File: src/rtl/fnd_apb_scheduler.sv
// rtl/fnd_apb_scheduler.sv - round-robin APB master sharing the FND register bus among requesters
module fnd_apb_scheduler #(
    parameter int NUM_REQ = 2,
    parameter int TIMEOUT = 16
) (
    input  logic                  PCLK,
    input  logic                  PRESET,
    input  logic [NUM_REQ-1:0]    req,
    input  logic [NUM_REQ-1:0]    req_write,
    input  logic [4*NUM_REQ-1:0]  req_addr,
    input  logic [32*NUM_REQ-1:0] req_wdata,
    output logic [NUM_REQ-1:0]    done,
    output logic [31:0]           rsp_rdata,
    output logic                  rsp_err,
    output logic                  busy,
    output logic [3:0]            PADDR,
    output logic [31:0]           PWDATA,
    output logic                  PWRITE,
    output logic                  PSEL,
    output logic                  PENABLE,
    input  logic [31:0]           PRDATA,
    input  logic                  PREADY
);

    localparam int IW = $clog2(NUM_REQ);
    localparam int CW = $clog2(TIMEOUT);

    typedef enum logic [1:0] {
        S_IDLE   = 2'd0,
        S_SETUP  = 2'd1,
        S_ACCESS = 2'd2,
        S_DONE   = 2'd3
    } state_t;

    state_t               state_q, state_d;
    logic [IW-1:0]        ptr_q, ptr_d;
    logic [IW-1:0]        idx_q, idx_d;
    logic [CW-1:0]        cnt_q, cnt_d;
    logic [NUM_REQ-1:0]   done_q, done_d;
    logic [31:0]          rsp_rdata_q, rsp_rdata_d;
    logic                 rsp_err_q, rsp_err_d;
    logic                 busy_q, busy_d;
    logic [3:0]           paddr_q, paddr_d;
    logic [31:0]          pwdata_q, pwdata_d;
    logic                 pwrite_q, pwrite_d;
    logic                 psel_q, psel_d;
    logic                 penable_q, penable_d;

    logic                 gnt_found;
    logic [IW-1:0]        gnt_idx;
    logic                 gnt_write;
    logic [3:0]           gnt_addr;
    logic [31:0]          gnt_wdata;

    // Round-robin pick: first set req bit searching circularly from ptr+1
    always_comb begin
        gnt_found = 1'b0;
        gnt_idx   = '0;
        gnt_write = 1'b0;
        gnt_addr  = '0;
        gnt_wdata = '0;
        for (int i = 1; i <= NUM_REQ; i++) begin
            int            c;
            logic [IW-1:0] ci;
            c = int'(ptr_q) + i;
            if (c >= NUM_REQ) c = c - NUM_REQ;
            ci = IW'(c);
            if (!gnt_found && req[ci]) begin
                gnt_found = 1'b1;
                gnt_idx   = ci;
                gnt_write = req_write[ci];
                gnt_addr  = 4'(req_addr >> (4 * c));
                gnt_wdata = 32'(req_wdata >> (32 * c));
            end
        end
    end

    // Next-state and registered-output logic; outputs change together with the state
    always_comb begin
        state_d     = state_q;
        ptr_d       = ptr_q;
        idx_d       = idx_q;
        cnt_d       = cnt_q;
        done_d      = '0;
        rsp_rdata_d = '0;
        rsp_err_d   = 1'b0;
        busy_d      = busy_q;
        paddr_d     = paddr_q;
        pwdata_d    = pwdata_q;
        pwrite_d    = pwrite_q;
        psel_d      = psel_q;
        penable_d   = penable_q;
        case (state_q)
            S_IDLE: begin
                if (gnt_found) begin
                    idx_d     = gnt_idx;
                    ptr_d     = gnt_idx;
                    pwrite_d  = gnt_write;
                    // Byte lanes are not supported: unaligned addresses fold to the word
                    paddr_d   = gnt_addr & 4'hC;
                    pwdata_d  = gnt_write ? gnt_wdata : 32'h0;
                    psel_d    = 1'b1;
                    penable_d = 1'b0;
                    busy_d    = 1'b1;
                    state_d   = S_SETUP;
                end
            end
            S_SETUP: begin
                penable_d = 1'b1;
                cnt_d     = '0;
                state_d   = S_ACCESS;
            end
            S_ACCESS: begin
                // PREADY wins over a timeout landing in the same cycle
                if (PREADY || (cnt_q == CW'(TIMEOUT - 1))) begin
                    done_d      = {{(NUM_REQ-1){1'b0}}, 1'b1} << idx_q;
                    rsp_err_d   = !PREADY;
                    rsp_rdata_d = (PREADY && !pwrite_q) ? PRDATA : 32'h0;
                    psel_d      = 1'b0;
                    penable_d   = 1'b0;
                    paddr_d     = '0;
                    pwdata_d    = '0;
                    pwrite_d    = 1'b0;
                    state_d     = S_DONE;
                end else begin
                    cnt_d = cnt_q + CW'(1);
                end
            end
            S_DONE: begin
                busy_d  = 1'b0;
                state_d = S_IDLE;
            end
            default: begin
                state_d = S_IDLE;
            end
        endcase
    end

    // State and output registers; reset releases the bus immediately
    always_ff @(posedge PCLK or negedge PRESET) begin
        if (!PRESET) begin
            state_q     <= S_IDLE;
            ptr_q       <= IW'(NUM_REQ - 1);
            idx_q       <= '0;
            cnt_q       <= '0;
            done_q      <= '0;
            rsp_rdata_q <= '0;
            rsp_err_q   <= 1'b0;
            busy_q      <= 1'b0;
            paddr_q     <= '0;
            pwdata_q    <= '0;
            pwrite_q    <= 1'b0;
            psel_q      <= 1'b0;
            penable_q   <= 1'b0;
        end else begin
            state_q     <= state_d;
            ptr_q       <= ptr_d;
            idx_q       <= idx_d;
            cnt_q       <= cnt_d;
            done_q      <= done_d;
            rsp_rdata_q <= rsp_rdata_d;
            rsp_err_q   <= rsp_err_d;
            busy_q      <= busy_d;
            paddr_q     <= paddr_d;
            pwdata_q    <= pwdata_d;
            pwrite_q    <= pwrite_d;
            psel_q      <= psel_d;
            penable_q   <= penable_d;
        end
    end

    assign done      = done_q;
    assign rsp_rdata = rsp_rdata_q;
    assign rsp_err   = rsp_err_q;
    assign busy      = busy_q;
    assign PADDR     = paddr_q;
    assign PWDATA    = pwdata_q;
    assign PWRITE    = pwrite_q;
    assign PSEL      = psel_q;
    assign PENABLE   = penable_q;

endmodule

File: config.mk
export PLATFORM = sky130hd
export DESIGN_NAME = fnd_apb_scheduler
export DESIGN_NICKNAME = d
export VERILOG_FILES = /design/src/rtl/fnd_apb_scheduler.sv
export SDC_FILE = /design/constraint.sdc
export NUM_CORES = 1
export LEC_CHECK = 0
export BUFFER_PORTS_ARGS = -buffer_cell sky130_fd_sc_hd__buf_2
export CORE_UTILIZATION = 42
export DETAILED_ROUTE_END_ITERATION = 12
export MAX_ROUTING_LAYER = met4
export PLACE_DENSITY_LB_ADDON = 0.25
export SYNTH_ARGS = -nofsm -noshare
export SYNTH_HDL_FRONTEND = slang
export SYNTH_SLANG_ARGS = --single-unit
File: constraint.sdc
create_clock -name PCLK -period 1.7 [get_ports PCLK]
set_input_delay 0.255 -clock PCLK [delete_from_list [all_inputs] [get_ports PCLK]]
set_output_delay 0.255 -clock PCLK [all_outputs]
set_load 0.02 [all_outputs]
======== After elaboration in Yosys (flattened, before gate mapping) ========
Cells that the tools add are included.
Widths: inputs -> output; s select.
word-level totals
  logic and storage cells ................. 98
  bits of input ports ..................... 111
  flip-flop bits (word level) ............. 83
  output and inout port bits .............. 75
operators by class
  eq/ne operators ......................... 7
  mux-type cells .......................... 47
  magnitude comparators ................... 4
  reduce and logical (&&, ||, !) cells .... 17
  shifts and indexed selects .............. 5
  $add $sub $neg .......................... 5
operators with widths
  cell                 number
  $mux 32              8
  $shr 64x32->32       2
  $pmux 32 s2          1
  $shr 8x32->4         2
  $mux 30              2
  $mux 1               20
  $mux 4               5
  $pmux 4 s2           2
  $mux 2               4
  $pmux 2 s4           1
  $reduce_and 2->1     4
  $ne 2x2->1 const B   3
  $pmux 1 s2           3
  $reduce_and 3->1     2
  $reduce_bool 2->1    3
  $add 4x1->4 const B  1
  $eq 2x2->1 const B   2
  $eq 4x4->1 const B   1
  $lt 1x2->1 const B   2
  $sub 3x2->4 const B  1
  $add 1x2->3 const B  1
  $ge 3x2->1 const B   1
  $logic_not 1->1      3
  $pmux 1 s3           1
  other kinds (9)      10

======== Longest topological paths before layout ========
  depth after elaboration ................. 12
  depth in mapped cells ................... 7
  mapped depth without buffers ............ 5

======== Least setup slack after synthesis ========
Ideal clock, no wire load.
  kind .................................... reg2reg
  start ................................... register state_q[0]
  end ..................................... register pwdata_q[2], in the netlist PWDATA[2]
  path buffers ............................ 1
  required time ........................... 1560 ps
  clock period less this slack ............ 1745 ps
  slack ................................... -45 ps
  stages on the path, launching flop included .. 7
  library setup time ...................... 140 ps
  arrival ................................. 1606 ps
  cells stage by stage .................... dfrtp_1 -> inv_1 -> ha_1 -> and2b_4 -> a211oi_4 -> buf_6 -> o32ai_1
on the way
  word-level cells in the longest chain between the ends .. 3
  elaborated cells on any way between the ends .. 7
  those cells by class .................... eq/ne: 3; mux: 1; reduce/logical: 3
RTL lines
  element                                                    RTL line  RTL
  start, declared                                            35        state_t state_q, state_d;
  start signal, assigned                                     156       state_q <= state_d;
  $eq 2x2->1 or $logic_not 2->1 (tied branches)              93        case (state_q)
  $ne 2x2->1 (no line) or $reduce_bool 2->1 (tied branches)  -
  $reduce_and 3->1 (no line)                                 -
  end signal, assigned                                       165       pwdata_q <= pwdata_d;
  end, declared                                              44        logic [31:0] pwdata_q, pwdata_d;
Parallel ways exist; a longest one is shown, timed or not.
A chain may end at the register's enable or synchronous reset.

======== Final worst setup path ========
  start ................................... register state_q[1]
  end ..................................... register pwdata_q[2], in the netlist PWDATA[2]
The elaborated chain is that of the path after synthesis.

==> out/qor.yml <==
status: "completed"
postSynthCellCount: 302
fin_tns_setup_ns: 0
synth.distinct_cells: 37
worstSetupPathType: "reg2reg"
grt_pass1_vias: 3257
whs_ns: 0.107
cts.htree.levels: 3
post_drt_wl_per_cell_um: 15.5
seqCellArea_um2: 2030
numCtsBuffers: 9
cp-start-kind: "register"
place_area_um2: 4860
synthSimpleGateAreaFrac: 0.0820
synthTopCellsByCount: "80 x dfrtp_1, 43 x inv_1, 34 x a32oi_1"
ys.flop_type: "dfrtp_1"
async_flop_share: 1.00
synth-adder-area-share: 0.0198
period_needed_ns: 1.64
stdcell_area_um2: 5240
synth_top_area_cell: "dfrtp_1"
period_share: 0.966
hold_viol_final: 0
syn_area_per_cell_um2: 12.5
area_delta_synth_final_pct: 38.4
cp_cell_sequence: "ha_4 -> and2b_4 -> a211oi_4 -> buf_4 -> buf_12 -> o32ai_1"
clockRootBuffer: "clkbuf_8"
yosysWarnings: 0
drc_errors: 0
path_buf_inv: 2
cp.required_ns: 1.92
drt-initial-drc-count: 94
synth_compound_area_frac: 0.265
synth.cell_area_um2: 3780
worst_path_max_delay_cell: "dfrtp_2"
synth_xor_area_frac: 0
grt_pass1_wl_um: 15200
vias: 3079
die_area_um2: 9390
synth_top_family_by_area: "compound AO/OA/AOI/OAI gates"
coreArea_um2: 8720
cts_tree: "yes"
multiInputGateArea_um2: 1480
synth_edf_count: 0
die-height_um: 96.9
vias_per_cell: 5.08
cp_top_family: "flip-flops"
maxCapViolCount: 0
io_pins: 186
final_cells: 606
ys_ff_latch: 81
p_per_area_nw_per_um2: 1500
layout-drive-gt1-share: 0.536
track_usage: 0.210
worst_path_largest_cell_delay_ns: 0.45
fin_worst_skew_ns: 0.0132
grt-ovfl-total: 0
dp.cells: 580
nFillCells: 738
clockBufferDepth: 2
ys_top_cells_by_area: "dfrtp_1 53%, o32ai_2 12%, a32oi_1 7.9%, and2_1 5.3%, inv_1 4.3%"
nets: 610
postRouteAntennaNets: 0
ys_seq_area_frac: 0.536
irDropWorstVdd_mv: 0.778
port_buffers: 179
antenna-diode-count: 0
initial_core_util: 0.434
min_path_type: "in2reg"
synth_top_area_frac: 0.529
setup_viol: 0
finalPower_w: 0.00787
synthMuxAreaShare: 0.00562
dp_hpwl_um: 6680
gp_congestion: 0.785
clock_sinks: 81
cp.arrival_ns: 1.86
slew_viol_final: 0
num_rows: 34
yosysMostFrequentCell: "dfrtp_1"
crit_fanout: 16
antenna_found_initial: 0
max_clock_freq_ghz: 0.609
drt_wl_total_um: 9380
clk_pin_slew_worst_paths_ns: 0.09
die_w_um: 96.9
p_leak_nw: 2.62
clock_latency_ns: 0.35
grt_max_degree: 33
drtPass1Iterations: 5
cp-end-kind: "register"
## path summary, 6_finish.rpt
check	slack [ns]	depth (start not counted)	endpoint	startpoint
worst max-delay path	0.06	6	PWDATA[2]$_DFFE_PN0P_	state_q[1]$_DFFE_PN0P_
worst min-delay path	0.11	2	rsp_rdata[29]$_DFF_PN0_	PRDATA[29]
worst max register to register	0.06	6	PWDATA[2]$_DFFE_PN0P_	state_q[1]$_DFFE_PN0P_
worst min register to register	0.46	1	done[0]$_DFF_PN0_	idx_q$_DFFE_PN0P_
max in group asynchronous	0.77	3	rsp_rdata[26]$_DFF_PN0_	PRESET
min in group asynchronous	0.38	2	rsp_err$_DFF_PN0_	PRESET
## state kept, by name, indices dropped and copies added, names as in the netlist
name / cells
PWDATA: 32
ptr_q: 1
PWRITE: 1
cnt_q: 4
rsp_rdata: 32
PADDR: 2
rsp_err: 1
PSEL: 1
busy: 1
PENABLE: 1
done: 2
state_q: 2
idx_q: 1
## cell usage in the layout (no fill, tap or decap), types with 3 or more instances in the layout
cell / netlist / routed
o32ai_2: 29 / 29
buf_4: 3 / 19
nor2_1: 4 / 4
and2_1: 32 / 32
clkbuf_16: 0 / 3
a32oi_1: 34 / 34
o22ai_1: 3 / 3
clkbuf_8: 0 / 9
buf_12: 0 / 5
nand2b_1: 3 / 3
clkinvlp_4: 0 / 4
nand2_1: 3 / 3
a21oi_1: 4 / 4
ha_1: 6 / 4
o21ai_0: 4 / 4
inv_1: 43 / 41
buf_2: 15 / 178
dfrtp_1: 80 / 79
## kinds of logic (layout without fill, tap and decap cells)
family          count (synthesis)  count (layout)
flops                          81              81
simple gates                   51              51
buf+inv                        71             266
fa+ha+maj                       6               6
compound gates                 90              90
mux                             2               2
other cells                     1               2
## layout make-up
class	instances	share of cell area
clock inverters	7	0.0148
clock buffers	9	0.0237
repair buffers	207	0.235
inverters	43	0.0308
flip-flops and latches	81	0.388
multi-input cells	151	0.282
well taps	108	0.0258
## worst register-to-register path, delay by kind of cell (launching register included)
family          cells  cell delay (ns)
buf+inv             2             0.36
flops               1             0.45
simple gates        1             0.19
fa+ha+maj           1             0.19
compound gates      2             0.32
## repair_timing
item	CTS	global route
cloned	0	3
setup buffers	0	6
hold buffers	1	0
gates resized for setup	1	8
endpoints found under the setup margin	32	37
endpoints found under the hold margin	28	0
pin swaps	0	2
## routing by layer
layer  up-vias  routed length, µm  global-route usage
li1       1477                  -                   -
met2       137               4490               0.336
met3        10                647              0.0419
met5         -                  0                   -
met4         0                115              0.0666
met1      1455               4120               0.268
## metrics by stage
stage / worst slack [ns] / util
after floorplan: 0.000326 / -
after global placement: -0.00666 / 0.557
after detailed placement: -0.0543 / 0.557
after CTS: 0.0312 / 0.581
after global routing: -0.000961 / 0.600
final: 0.0586 / 0.600
## report_power, final
part / switching (W) / leakage, nW / internal [W]
Clock: 0.000732 / 0.0885 / 0.000688
Combinational: 0.00215 / 1.43 / 0.00165
Sequential: 0.000253 / 1.10 / 0.00240
Total: 0.00313 / 2.62 / 0.00474
No activity file was read; power rests on OpenSTA's default activity.
